### config.mk
export PLATFORM = sky130hd
export DESIGN_NAME = seg_scan_decoder_flat
export DESIGN_NICKNAME = d
export VERILOG_FILES = /design/src/rtl/seg_pkg.sv /design/src/rtl/seg_scan_decoder_if.sv /design/src/rtl/seg7_to_bcd.sv /design/src/rtl/seg_scan_decoder.sv /design/src/flat_wrapper.sv
export SDC_FILE = /design/constraint.sdc
export NUM_CORES = 1
export LEC_CHECK = 0
export ABC_CLOCK_PERIOD_IN_PS = 3100
export CORE_MARGIN = 2
export CORE_UTILIZATION = 35
export CTS_CLUSTER_SIZE = 30
export DETAILED_ROUTE_END_ITERATION = 12
export PLACE_DENSITY = 0.57
export SYNTH_ARGS = -nofsm -noshare
export SYNTH_HDL_FRONTEND = slang
export SYNTH_SLANG_ARGS = --single-unit
### constraint.sdc
create_clock -name iCLK -period 3.1 [get_ports iCLK]
set_input_delay 0.31 -clock iCLK [delete_from_list [all_inputs] [get_ports iCLK]]
set_output_delay 0.31 -clock iCLK [all_outputs]
set_load 0.01 [all_outputs]
### src/rtl/seg_pkg.sv
// Shared 7-segment glyph constants (active-low gfedcba) used by both the
// display encoder and the scan decoder, so the two directions cannot diverge.
package seg_pkg;

   localparam int unsigned SEG_W = 7;
   localparam int unsigned BCD_W = 4;

   localparam logic [SEG_W-1:0] SEG_0     = 7'h40;
   localparam logic [SEG_W-1:0] SEG_1     = 7'h79;
   localparam logic [SEG_W-1:0] SEG_2     = 7'h24;
   localparam logic [SEG_W-1:0] SEG_3     = 7'h30;
   localparam logic [SEG_W-1:0] SEG_4     = 7'h19;
   localparam logic [SEG_W-1:0] SEG_5     = 7'h12;
   localparam logic [SEG_W-1:0] SEG_6     = 7'h02;
   localparam logic [SEG_W-1:0] SEG_7     = 7'h78;
   localparam logic [SEG_W-1:0] SEG_8     = 7'h00;
   localparam logic [SEG_W-1:0] SEG_9     = 7'h10;
   localparam logic [SEG_W-1:0] SEG_BLANK = 7'h7F;

   localparam logic [BCD_W-1:0] ERR_DIGIT = 4'hF;

   // Decoded glyph: BCD digit plus illegal-pattern flag
   typedef struct packed {
      logic             err;
      logic [BCD_W-1:0] digit;
   } seg_dec_t;

endpackage

### src/rtl/seg_scan_decoder_if.sv
// Display-bus sample side and recovered-frame side of the scan decoder.
interface seg_scan_decoder_if
   import seg_pkg::*;
#(
   parameter int unsigned DIGITS = 4
) ();

   logic [SEG_W-1:0]        iSEG;
   logic [DIGITS-1:0]       iAN;
   logic [BCD_W*DIGITS-1:0] oBCD;
   logic [DIGITS-1:0]       oERR;
   logic                    oVALID;

   modport master (
      output iSEG,
      output iAN,
      input  oBCD,
      input  oERR,
      input  oVALID
   );

   modport slave (
      input  iSEG,
      input  iAN,
      output oBCD,
      output oERR,
      output oVALID
   );

endinterface

### src/rtl/seg7_to_bcd.sv
// Combinational glyph-to-BCD decoder; anything outside 0-9 maps to ERR_DIGIT.
module seg7_to_bcd
   import seg_pkg::*;
(
   input  logic [SEG_W-1:0] seg,
   output seg_dec_t         dec_c
);

   always_comb begin
      dec_c = '{err: 1'b0, digit: 4'd0};
      case (seg)
         SEG_0:   dec_c.digit = 4'd0;
         SEG_1:   dec_c.digit = 4'd1;
         SEG_2:   dec_c.digit = 4'd2;
         SEG_3:   dec_c.digit = 4'd3;
         SEG_4:   dec_c.digit = 4'd4;
         SEG_5:   dec_c.digit = 4'd5;
         SEG_6:   dec_c.digit = 4'd6;
         SEG_7:   dec_c.digit = 4'd7;
         SEG_8:   dec_c.digit = 4'd8;
         SEG_9:   dec_c.digit = 4'd9;
         default: dec_c = '{err: 1'b1, digit: ERR_DIGIT};
      endcase
   end

endmodule

### src/rtl/seg_scan_decoder.sv
// Samples a multiplexed active-low 7-segment display, accepts each digit after
// STABLE identical samples and strobes oVALID once every digit has been seen.
module seg_scan_decoder
   import seg_pkg::*;
#(
   parameter int unsigned DIGITS = 4,
   parameter int unsigned STABLE = 4
) (
   input  logic              iCLK,
   input  logic              iRST_N,
   seg_scan_decoder_if.slave bus
);

   localparam int unsigned RUN_W = $clog2(STABLE + 1);
   localparam int unsigned SMP_W = DIGITS + SEG_W;
   localparam int unsigned IDX_W = (DIGITS > 1) ? $clog2(DIGITS) : 1;
   localparam int unsigned OUT_W = BCD_W * DIGITS;

   logic [SMP_W-1:0]  s1, s2, s3;
   logic [DIGITS-1:0] an_c;
   logic [SEG_W-1:0]  seg_c;
   logic              sel_c;
   logic              same_c;
   logic [IDX_W-1:0]  idx_c;
   logic [RUN_W-1:0]  run, run_nxt_c;
   logic              commit_c;
   logic              frame_done_c;
   logic [DIGITS-1:0] mask, mask_nxt_c;
   logic [OUT_W-1:0]  shadow_bcd, shadow_bcd_nxt_c;
   logic [DIGITS-1:0] shadow_err, shadow_err_nxt_c;
   seg_dec_t          dec_c;

   // Two-flop synchronizer; s3 keeps the previous s2 for the stability compare
   always_ff @(posedge iCLK) begin
      if (!iRST_N) begin
         s1 <= '1;
         s2 <= '1;
         s3 <= '1;
      end else begin
         s1 <= {bus.iAN, bus.iSEG};
         s2 <= s1;
         s3 <= s2;
      end
   end

   assign an_c  = s2[SMP_W-1 -: DIGITS];
   assign seg_c = s2[SEG_W-1:0];

   seg7_to_bcd u_dec (
      .seg   (seg_c),
      .dec_c (dec_c)
   );

   // Select check, low-anode index and saturating run counter
   always_comb begin
      sel_c  = $onehot(~an_c);
      same_c = (s2 == s3);
      idx_c  = '0;
      for (int i = 0; i < int'(DIGITS); i++) begin
         if (!an_c[i]) idx_c = IDX_W'(i);
      end

      run_nxt_c = '0;
      if (sel_c) begin
         if (!same_c)                        run_nxt_c = RUN_W'(1);
         else if (run == RUN_W'(STABLE))     run_nxt_c = run;
         else                                run_nxt_c = run + RUN_W'(1);
      end

      // Commit only on the transition into STABLE, never while saturated
      commit_c = sel_c && (run_nxt_c == RUN_W'(STABLE))
                 && !(same_c && (run == RUN_W'(STABLE)));
   end

   // Shadow digit/error update and frame-completion detect
   always_comb begin
      shadow_bcd_nxt_c = shadow_bcd;
      shadow_err_nxt_c = shadow_err;
      mask_nxt_c       = mask;
      if (commit_c) begin
         for (int i = 0; i < int'(DIGITS); i++) begin
            if (idx_c == IDX_W'(i)) begin
               shadow_bcd_nxt_c[BCD_W*i +: BCD_W] = dec_c.digit;
               shadow_err_nxt_c[i]                = dec_c.err;
               mask_nxt_c[i]                      = 1'b1;
            end
         end
      end
      frame_done_c = commit_c && (&mask_nxt_c);
   end

   always_ff @(posedge iCLK) begin
      if (!iRST_N) begin
         run        <= '0;
         mask       <= '0;
         shadow_bcd <= '0;
         shadow_err <= '0;
         bus.oBCD   <= '0;
         bus.oERR   <= '0;
         bus.oVALID <= 1'b0;
      end else begin
         run        <= run_nxt_c;
         shadow_bcd <= shadow_bcd_nxt_c;
         shadow_err <= shadow_err_nxt_c;
         bus.oVALID <= frame_done_c;
         if (frame_done_c) begin
            bus.oBCD <= shadow_bcd_nxt_c;
            bus.oERR <= shadow_err_nxt_c;
            mask     <= '0;
         end else begin
            mask     <= mask_nxt_c;
         end
      end
   end

endmodule

### src/flat_wrapper.sv
// flat-port wrapper written by rule: the top's interface ports become plain ports
module seg_scan_decoder_flat import seg_pkg::*;
#(
   parameter int unsigned DIGITS = 4,
   parameter int unsigned STABLE = 4
)
  (iCLK, iRST_N, bus_iSEG, bus_iAN, bus_oBCD, bus_oERR, bus_oVALID);
  seg_scan_decoder_if #(.DIGITS(DIGITS)) bus_i ();
  input  logic iCLK;
  input  logic iRST_N;
  input wire logic [$bits(bus_i.iSEG)-1:0] bus_iSEG;
  input wire logic [$bits(bus_i.iAN)-1:0] bus_iAN;
  output wire logic [$bits(bus_i.oBCD)-1:0] bus_oBCD;
  output wire logic [$bits(bus_i.oERR)-1:0] bus_oERR;
  output wire logic [$bits(bus_i.oVALID)-1:0] bus_oVALID;
  assign bus_i.iSEG = bus_iSEG;
  assign bus_i.iAN = bus_iAN;
  assign bus_oBCD = bus_i.oBCD;
  assign bus_oERR = bus_i.oERR;
  assign bus_oVALID = bus_i.oVALID;
  seg_scan_decoder #(.DIGITS(DIGITS), .STABLE(STABLE)) u_core (.iCLK(iCLK), .iRST_N(iRST_N), .bus(bus_i));
endmodule
Yosys cells after proc, flatten, opt, wreduce, memory -nomap -nowiden
Index checks and enable logic that the tools add are counted.
{"block": "totals", "register_bits": 81, "latchBits": 0, "ramBits": 0, "mem_bits_ro": 0, "output_inout_bits": 21, "elab_cells": 65, "n_memories": 0}
{"block": "classes", "n_addsub": 4, "mul": 0, "n_div": 0, "magnitude_cmp": 0, "n_eq_ne": 16, "shift": 0, "mux": 23, "n_bitwise": 2, "n_reduce_logical": 10}
{"operator": "$pmux W4 S10", "count": 1}
{"operator": "$mux W4", "count": 6}
{"operator": "$eq A7 B5 Y1 const B", "count": 3}
{"operator": "$eq A7 B7 Y1 const B", "count": 3}
{"operator": "$mux W16", "count": 1}
{"operator": "$eq A7 B6 Y1 const B", "count": 2}
{"operator": "$eq A11 B11 Y1", "count": 1}
{"operator": "$mux W1", "count": 10}
{"operator": "$reduce_or A10 Y1", "count": 1}
{"operator": "$mux W3", "count": 3}
{"operator": "$eq A7 B2 Y1 const B", "count": 1}
{"operator": "$logic_not A7 Y1", "count": 1}
{"operator": "$eq A3 B3 Y1 const B", "count": 2}
{"operator": "$add A1 B1 Y2", "count": 2}
{"operator": "$eq A2 B2 Y1 const B", "count": 2}
{"operator": "$logic_and A1 B1 Y1", "count": 4}
{"operator": "$mux W2", "count": 2}
{"operator": "$not A4 Y4", "count": 1}
{"operator": "$reduce_and A4 Y1", "count": 1}
{"operator": "$add A3 B1 Y3 const B", "count": 1}
{"operator": "$add A3 B3 Y3", "count": 1}
{"operator": "$eq A3 B1 Y1 const B", "count": 1}
{"operator": "$eq A2 B1 Y1 const B", "count": 1}
{"operator": "$logic_not A2 Y1", "count": 1}
{"operator": "other kinds (3)", "count": 3}

Logic depth before layout (Yosys ltp)
Gate-level depths: netlist of the first run.
{"block": "logic_depth", "depth_word": 12, "depth_mapped": 11, "depth_no_buf": 10}

Modules after synthesis
A second synthesis of the first run with hierarchy kept.
{"block": "unflattened", "cells_unflattened": 310, "hier_area_um2": 3183.1}
{"mod": "seg_scan_decoder", "n_inst": 1, "cells_per_inst": 281, "area_each_um2": 2986.6, "seq_area_each_um2": 1621.6}
{"mod": "seg7_to_bcd", "n_inst": 1, "cells_per_inst": 29, "area_each_um2": 196.4, "seq_area_each_um2": 0.0}

Worst setup path after synthesis of the first run
No wires, ideal clock.
{"block": "synth_timing", "path_kind": "register to register", "start": "reg u_core.s2[9]", "end": "reg u_core.bus.oBCD[12]", "arrival_ns": 2.793, "path_slack_ns": 0.215, "stages_incl_launch_ff": 11, "synth_period_minus_slack_ns": 2.885, "path_cell_list": "dfxtp_1 > inv_1 > ha_1 > ha_1 > fa_1 > nor3b_1 > o2111ai_1 > nor4_4 > nor4b_4 > nand2_2 > o32ai_1"}
{"block": "synth_between", "elab_chain_len": 11}
{"item": "from (decl)", "line_no": "seg_scan_decoder.sv:19", "source": "logic [SMP_W-1:0] s1, s2, s3;"}
{"item": "from (signal assigned)", "line_no": "seg_scan_decoder.sv:37", "source": "s2 <= '1;"}
{"item": "from (signal assigned)", "line_no": "seg_scan_decoder.sv:41", "source": "s2 <= s1;"}
{"item": "$not A4 Y4", "line_no": "seg_scan_decoder.sv:56", "source": "sel_c = $onehot(~an_c);"}
{"item": "$add A1 B1 Y2 (not written as such)", "line_no": "seg_scan_decoder.sv:56"}
{"item": "$add A3 B3 Y3 (not written as such)", "line_no": "seg_scan_decoder.sv:56"}
{"item": "$eq A3 B1 Y1", "line_no": "seg_scan_decoder.sv:56"}
{"item": "$mux W3", "line_no": "seg_scan_decoder.sv:64", "source": "if (sel_c) begin"}
{"item": "$eq A3 B3 Y1", "line_no": "seg_scan_decoder.sv:71", "source": "commit_c = sel_c && (run_nxt_c == RUN_W'(STABLE))"}
{"item": "$logic_and A1 B1 Y1", "line_no": "seg_scan_decoder.sv:71"}
{"item": "$logic_and A1 B1 Y1", "line_no": "seg_scan_decoder.sv:72", "source": "&& !(same_c && (run == RUN_W'(STABLE)));"}
{"item": "$mux W4", "line_no": "seg_scan_decoder.sv:80", "source": "if (commit_c) begin"}
{"item": "$reduce_and A4 Y1", "line_no": "seg_scan_decoder.sv:89", "source": "frame_done_c = commit_c && (&mask_nxt_c);"}
{"item": "$logic_and A1 B1 Y1", "line_no": "seg_scan_decoder.sv:89"}
{"item": "to (signal assigned)", "line_no": "seg_scan_decoder.sv:107", "source": "bus.oBCD <= shadow_bcd_nxt_c;"}
{"item": "to (decl)", "line_no": "seg_scan_decoder_if.sv:25", "source": "output oBCD,"}
Several ways; a longest one is shown, not always the timed one.
A chain may end at the register's enable or synchronous reset.

Worst setup path after layout of the first run
{"block": "layout_timing", "start": "reg u_core.s2[8]", "end": "reg u_core.mask[3]"}
{"block": "layout_between", "elab_chain_len": 12}
{"item": "$not A4 Y4", "line_no": "seg_scan_decoder.sv:56"}
{"item": "$add A1 B1 Y2 (not written as such)", "line_no": "seg_scan_decoder.sv:56"}
{"item": "$add A3 B3 Y3 (not written as such)", "line_no": "seg_scan_decoder.sv:56"}
{"item": "$eq A3 B1 Y1", "line_no": "seg_scan_decoder.sv:56"}
{"item": "$mux W3", "line_no": "seg_scan_decoder.sv:64"}
{"item": "$eq A3 B3 Y1", "line_no": "seg_scan_decoder.sv:71"}
{"item": "$logic_and A1 B1 Y1", "line_no": "seg_scan_decoder.sv:71"}
{"item": "$logic_and A1 B1 Y1", "line_no": "seg_scan_decoder.sv:72"}
{"item": "$mux W4", "line_no": "seg_scan_decoder.sv:80"}
{"item": "$reduce_and A4 Y1", "line_no": "seg_scan_decoder.sv:89"}
{"item": "$logic_and A1 B1 Y1", "line_no": "seg_scan_decoder.sv:89"}
{"item": "$reduce_or A2 Y1 (no line)"}
{"item": "to (signal assigned)", "line_no": "seg_scan_decoder.sv:111", "source": "mask <= mask_nxt_c;"}
{"item": "to (decl)", "line_no": "seg_scan_decoder.sv:28", "source": "logic [DIGITS-1:0] mask, mask_nxt_c;"}
Several ways; a longest one is shown, not always the timed one.

==> implementation parameters, run 1 <==
Parameter                              Value

Floorplanning
  Die X-Extent    98.7 um
  Std cell rows    34
  Starting utilization of the core area    36.0%
  Vertical die dimension    98.7 um
  Core Footprint    8720 um^2
  Number of placed I/O pins    34
  Area of the die    9730 um^2

Hold path
  Hold Crit Class    reg -> reg

Clock network
  Clock tree sinks    81
  CTS tree    done
  Clock transition at the register clock pins on the worst setup and hold paths after CTS    80 ps
  Source-to-sink clock delay at the later pin of the worst-skew pair    350 ps
  H-tree level count    3
  Number of buffers created by CTS    9
  Clock root cell    sky130_fd_sc_hd__clkbuf_8
  Buffers from clock root to sink, at most    2

Timing
  Actual transition at the worst max-transition pin    642 ps
  Shortest period the worst path allows    2980 ps
  Max Clk Rate    335 MHz
  Unrepaired setup endpoints after global routing    yes
  Rel. slew slack    56.7%
  Max-slew violation count    0
  Worst Clk Skew    7.39 ps
  Final count of hold timing violations    0
  Count of final setup violators    0
  Final cycle utilization of the critical path    96.3%

Setup path
  Worst Setup Path Type    reg -> reg
  Worst endpoint data arrival time    3220 ps
  Critical path peak fanout    13
  Sort of element at the end of the critical path    flop
  Startpoint type of the worst setup path    flop
  Required time of the critical path    3330 ps

Logic synthesis
  Number of enable flip-flop cells after synthesis    0
  Number of synthesis warnings    0
  Most used DFF post-synth    sky130_fd_sc_hd__dfxtp_1
  Syn_area_per_cell    9.86 um^2
  Syn Std Cell Area    3140 um^2
  Post-synthesis sequential element count    81
  Sequential element share of the synthesized area    51.7%
  Share of synthesized registers carrying an async set or reset    0%
  Distinct cell type count after synthesis    41
  Syn nets    339
  Post-synthesis cell count    318

Final layout
  Filler cell count in the final layout    841
  Layout overhead on the synthesized area    24.9%
  Top library cells by usage in the layout, fill and taps aside    sky130_fd_sc_hd__dfxtp_1 (78), sky130_fd_sc_hd__clkdlybuf4s50_1 (32), sky130_fd_sc_hd__nand2b_1 (29)
  FF+latch area    1630 um^2
  Number of inserted diodes    0
  Utilization after layout    44.9%
  Most common cell after layout, fill and taps aside    sky130_fd_sc_hd__dfxtp_1
  Fraction of final layout cells with drive strength greater than 1    11.9%
  Design Area, Final    3920 um^2
  Post-layout net count    376
  Combined area of the multi-input logic cells    1400 um^2

Placement
  Total of buffers placed on input and output ports    33
  Post-DP Area    3610 um^2
  Final weighted congestion in routability-driven placement    0.821
  Estimated wirelength of the detail-placed design    3950 um

Detailed routing
  Wire length after detailed routing    6030 um
  Initial DRC count    74
  DR pass1 iterations    4
  Vias after detailed routing    2,257
  DRC errors left    0
  Post-DRT Antenna Nets    0
  Mean routed wirelength per cell    12.9 um
  Via count normalized by instance count    4.82

GRT
  Wire length of the first global-routing pass    9920 um
  Number of global-route vias before repair    2,204
  Antenna violations before repair    0
  Congestion Overflow GR    0
  Pin count of the biggest net entering global routing    45
  Total global routing track utilization    12.6%

Power
  Worst IR drop on VDD    0.344 mV
  Total design power    2.07 mW
  LEAKAGE    1.45 nW
  Part of the power in the clock network    43.5%
  Switching Share    20.6%
  Internal power summed over all cells    1.64 mW
  Fraction of power consumed by combinational cells    4.7%
  Switch Pwr    0.427 mW
  Flop pwr share    51.7%
  Power per cell area    529 nW/um^2

Flow run
  Number of maximum-capacitance constraint violations    0

Run status
  Result of the run    finished clean
==> state kept, by name, indices dropped and copies added, names as in the netlist <==
| name | flops |
|---|---|
| u_core.bus.oBCD | 16 |
| u_core.bus.oERR | 4 |
| u_core.bus.oVALID | 1 |
| u_core.mask | 4 |
| u_core.run | 3 |
| u_core.s1 | 11 |
| u_core.s2 | 11 |
| u_core.s3 | 11 |
| u_core.shadow_bcd | 16 |
| u_core.shadow_err | 4 |
==> per-stage QoR <==
stage               setup TNS [ps]  worst slack (ps)  instances  hold slack, ps
finish                           0               115        468             409
global route                  -444             -58.4        468             434
CTS                              0             0.812        465             415
detailed placement           -72.7             -51.4        448             396
global placement                 0              71.1        448             392
floorplan                        0               215        318             386
==> path summary, 6_finish.rpt <==
path | startpoint | end | slack [ps] | cells past startpoint
max | u_core.s2[8]$_SDFF_PN1_ | u_core.mask[3]$_SDFF_PP0_ | 120 | 12
min | u_core.s1[3]$_SDFF_PN1_ | u_core.s2[3]$_SDFF_PN1_ | 410 | 1
max reg2reg | u_core.s2[8]$_SDFF_PN1_ | u_core.mask[3]$_SDFF_PP0_ | 120 | 12
min reg2reg | u_core.s1[3]$_SDFF_PN1_ | u_core.s2[3]$_SDFF_PN1_ | 410 | 1
==> layer usage <==
layer | share of wire, % | vias up | routed length, um | track usage (%)
met4 | 2.4 | 0 | 146 | 6.95
li1 | - | 1145 | - | -
met2 | 46 | 37 | 2770 | 21.1
met5 | 0 | - | 0 | 0
met3 | 2.8 | 11 | 166 | 2.48
met1 | 49 | 1064 | 2950 | 15.2
==> Yosys cell counts, types with 2 or more instances <==
library cell | n | share of area (%)
sky130_fd_sc_hd__nand4_1 | 2 | 0.40
sky130_fd_sc_hd__nand2b_1 | 29 | 5.8
sky130_fd_sc_hd__nor3b_1 | 13 | 3.1
sky130_fd_sc_hd__nand3_1 | 2 | 0.32
sky130_fd_sc_hd__buf_2 | 9 | 1.4
sky130_fd_sc_hd__and2_1 | 2 | 0.40
sky130_fd_sc_hd__or3_1 | 2 | 0.40
sky130_fd_sc_hd__dfxtp_1 | 81 | 52
sky130_fd_sc_hd__clkbuf_1 | 11 | 1.3
sky130_fd_sc_hd__nor2_1 | 20 | 2.4
sky130_fd_sc_hd__ha_1 | 7 | 2.8
sky130_fd_sc_hd__nor2b_1 | 16 | 3.2
sky130_fd_sc_hd__o21ai_0 | 16 | 2.6
sky130_fd_sc_hd__o32ai_1 | 9 | 2.5
sky130_fd_sc_hd__xnor2_1 | 12 | 3.4
sky130_fd_sc_hd__o21a_1 | 3 | 0.72
sky130_fd_sc_hd__and3_1 | 3 | 0.60
sky130_fd_sc_hd__nor3_1 | 6 | 0.96
sky130_fd_sc_hd__mux2i_1 | 13 | 4.1
sky130_fd_sc_hd__inv_1 | 10 | 1.2
sky130_fd_sc_hd__nand2_1 | 18 | 2.2
sky130_fd_sc_hd__a21oi_1 | 15 | 2.4
==> cells by family after synthesis <==
family	Yosys count	share of synthesized area, %
adders and majority gates	8	3.43
muxes	13	4.15
xor gates and xnor gates	13	3.63
AOI/OAI and AO/OA	50	10.0
DFF	81	51.7
buffers and inverters	31	4.07
and+or+nand+nor	122	23.0
==> worst max-delay path, cell delays in order (launching register included) <==
cell and delay [ps]:
sky130_fd_sc_hd__dfxtp_2 350, sky130_fd_sc_hd__inv_1 70, sky130_fd_sc_hd__ha_1 280, sky130_fd_sc_hd__ha_1 210
sky130_fd_sc_hd__fa_1 450, sky130_fd_sc_hd__nor3b_2 230, sky130_fd_sc_hd__o2111ai_2 160, sky130_fd_sc_hd__nor4_4 300
sky130_fd_sc_hd__nor4b_4 300, sky130_fd_sc_hd__buf_4 190, sky130_fd_sc_hd__buf_12 130, sky130_fd_sc_hd__nor2b_1 80
sky130_fd_sc_hd__a21boi_0 130
==> area by class of cell <==
type / instances / area share (%)
sequential: 81 / 41.5
multi-input combinational: 206 / 35.8
timing repair buffer: 47 / 12.3
tap: 108 / 3.45
clock buffer: 11 / 3.35
clock inverter: 5 / 2.65
inverter: 10 / 0.958
==> timing repair <==
action	CTS	global route
setup endpoints to repair	7	42
pin swaps	0	3
resized for setup	0	10
gates cloned	0	2
hold buffers	0	0
setup buffers	1	1
==> power groups by stage <==
stage	Clock, mW	Sequential [mW]	Combinational [mW]
after floorplan	0	1.09	0.0717
after global placement	0	1.10	0.0969
after detailed placement	0	1.10	0.0970
after CTS	0.932	1.07	0.0978
after global routing	0.966	1.07	0.110
final	0.901	1.07	0.0983
Power figures use the tool's default switching activity.
==> inputs of run 2 (changes only) <==
Settings changed: GPL_TIMING_DRIVEN from default to 0.
==> implementation parameters, run 2 (same netlist as run 1, synthesis figures left out) <==
Parameter                              Value

Run status
  Result of the run    finished clean

Detailed routing
  Wire length after detailed routing    6410 um (+6.2%)
  Initial DRC count    50 (-32%)
  Post-DRT Antenna Nets    0 (unchanged)
  Mean routed wirelength per cell    13.1 um (+1.7%)
  DRC errors left    0 (unchanged)
  DR pass1 iterations    4 (unchanged)
  Vias after detailed routing    2,297 (+1.8%)
  Via count normalized by instance count    4.70 (-2.6%)

Power
  Fraction of power consumed by combinational cells    6.1% (+1.4 points)
  Power per cell area    476 nW/um^2 (-10%)
  Flop pwr share    54.7% (+3.0 points)
  Internal power summed over all cells    1.51 mW (-8.4%)
  Switching Share    22.6% (+2.0 points)
  Switch Pwr    0.439 mW (+3.0%)
  LEAKAGE    1.49 nW (+2.2%)
  Total design power    1.95 mW (-6.0%)
  Part of the power in the clock network    39.2% (-4.3 points)
  Worst IR drop on VDD    0.224 mV (-35%)

Setup path
  Startpoint type of the worst setup path    flop
  Required time of the critical path    3330 ps (about the same)
  Worst Setup Path Type    reg -> reg
  Delay-heaviest family, CP    simple AND/OR/NAND/NOR gates
  Count of buffer and inverter cells on the critical path    3 (unchanged)
  Crit-path slowest cell    sky130_fd_sc_hd__fa_1
  Sort of element at the end of the critical path    flop
  Cell occurring most often along the worst timing path    sky130_fd_sc_hd__ha_4
  Crit-path cells    inv_4, ha_4, ha_4, fa_1, nor3b_2, o2111ai_2, nor4_4, nor4b_4, buf_4, clkbuf_4, a21oi_1
  Critical path peak fanout    10 (-3)
  Worst endpoint data arrival time    3190 ps (-30 ps)
  Stage delay of the slowest cell on the critical path    470 ps (+20 ps)

Timing
  Max-slew violation count    0 (unchanged)
  Hold_ws    299 ps (-110 ps)
  Unrepaired setup endpoints after global routing    yes
  Count of final setup violators    0 (unchanged)
  Rel. slew slack    55.1% (-1.6 points)
  Shortest period the worst path allows    2960 ps (-24.7 ps)
  Worst Clk Skew    7.89 ps (+0.498 ps)
  Actual transition at the worst max-transition pin    666 ps (+23.9 ps)
  Final cycle utilization of the critical path    95.5% (-0.80 points)
  Final worst-path setup slack    140 ps (+24.7 ps)
  Max Clk Rate    338 MHz (+0.84%)
  Aggregate negative setup slack    0 ps (unchanged)
  Final count of hold timing violations    0 (unchanged)

Floorplanning
  Vertical die dimension    98.7 um (unchanged)
  Starting utilization of the core area    36.0% (unchanged)
  Die X-Extent    98.7 um (unchanged)
  Number of placed I/O pins    34 (unchanged)
  Std cell rows    34 (unchanged)
  Core Footprint    8720 um^2 (unchanged)
  Area of the die    9730 um^2 (unchanged)

Final layout
  Combined area of the multi-input logic cells    1540 um^2 (+9.9%)
  Top library cells by usage in the layout, fill and taps aside    sky130_fd_sc_hd__dfxtp_1 (77), sky130_fd_sc_hd__clkdlybuf4s50_1 (32), sky130_fd_sc_hd__nand2b_1 (29)
  Post-route insts no fill    489 (+4.5%)
  Utilization after layout    46.9% (+2.0 points)
  Fraction of final layout cells with drive strength greater than 1    18.6% (+6.7 points)
  Filler cell count in the final layout    814 (-3.2%)
  Number of inserted diodes    0 (unchanged)
  FF+latch area    1630 um^2 (+0.23%)
  Registers with the highest flip-flop counts    u_core.bus.oBCD (16), u_core.shadow_bcd (16)
  Design Area, Final    4090 um^2 (+4.5%)
  Post-layout net count    397 (+5.6%)
  Most common cell after layout, fill and taps aside    sky130_fd_sc_hd__dfxtp_1
  Layout overhead on the synthesized area    30.5%

GRT
  Number of global-route vias before repair    2,238 (+1.5%)
  Congestion Overflow GR    0 (unchanged)
  Pin count of the biggest net entering global routing    14 (-69%)
  Total global routing track utilization    13.8% (+1.2 points)
  Wire length of the first global-routing pass    10,700 um (+7.4%)
  Antenna violations before repair    0 (unchanged)

Placement
  Total of buffers placed on input and output ports    32 (-3.0%)
  Estimated wirelength of the detail-placed design    4170 um (+5.6%)
  Final weighted congestion in routability-driven placement    0.803 (-2.2%)
  Post-DP Area    3590 um^2 (-0.42%)
  Setup slack at placement    -366 ps (-315 ps)
  Cell total after placement    458 (+2.2%)

Clock network
  H-tree level count    3 (unchanged)
  Number of buffers created by CTS    9 (unchanged)
  Clock transition at the register clock pins on the worst setup and hold paths after CTS    80 ps (about the same)
  Buffers from clock root to sink, at most    2 (unchanged)
  Clock tree sinks    81 (unchanged)
  Clock root cell    sky130_fd_sc_hd__clkbuf_8
  Source-to-sink clock delay at the later pin of the worst-skew pair    350 ps (about the same)
  CTS tree    done

Flow run
  Number of maximum-capacitance constraint violations    0 (unchanged)

Hold path
  Hold Crit Class    in -> reg
==> run 2: cell types whose count changed in the layout (fill, tap and decap cells not counted), moves of 5 or more <==
cell / change
sky130_fd_sc_hd__clkbuf_1: +9
sky130_fd_sc_hd__buf_4: +5
sky130_fd_sc_hd__o32ai_1: -7
sky130_fd_sc_hd__o32ai_2: +7
==> run 2: repair_timing <==
action	4_1_cts	5_1_grt
cloned	1	1
buffers inserted	6	9
hold buffers	0	0
gates resized for setup	13	34
endpoints found under the hold margin	0	0
setup endpoints to repair	44	44
pin swaps	5	12
==> run 2: cell type report <==
type / count / area share [%]
repair buffers: 48 / 10.9
clock buffers: 11 / 3.46
plain buffers: 19 / 2.42
multi-input cells: 207 / 37.7
well taps: 108 / 3.30
inverters: 10 / 1.04
clock inverters: 5 / 1.35
flip-flops and latches: 81 / 39.8
==> run 2: final timing paths <==
check | slack [ps] | cells past startpoint | from | end
hold reg to reg | 410 | 1 | u_core.s1[0]$_SDFF_PN1_ | u_core.s2[0]$_SDFF_PN1_
setup reg to reg | 140 | 11 | u_core.s2[10]$_SDFF_PN1_ | u_core.bus.oBCD[1]$_SDFFE_PN0P_
hold / removal | 300 | 2 | iRST_N | u_core.s1[7]$_SDFF_PN1_
setup / recovery | 140 | 11 | u_core.s2[10]$_SDFF_PN1_ | u_core.bus.oBCD[1]$_SDFFE_PN0P_
==> run 2: power groups by stage <==
stage	clock, mW	sequential (mW)	combinational (mW)
floorplan	0	1.09	0.0717
global placement	0	1.09	0.101
detailed placement	0	1.09	0.103
CTS	0.785	1.07	0.107
global route	0.824	1.07	0.133
finish	0.763	1.07	0.118
==> run 2: layer usage <==
metal,global-route usage (%),up-vias,wire length (um)
met4,6.95,0,148
met2,22.3,31,2960
met5,0,-,0
met3,2.98,13,184
met1,17.5,1064,3110
li1,-,1189,-
==> run 2: worst reg2reg max path, delay by kind of cell (launching register included) <==
kind	cells	cell delay (ps)
fa+ha+maj	3	860
simple gates	3	850
buf+inv	3	490
flops	1	370
compound gates	2	280
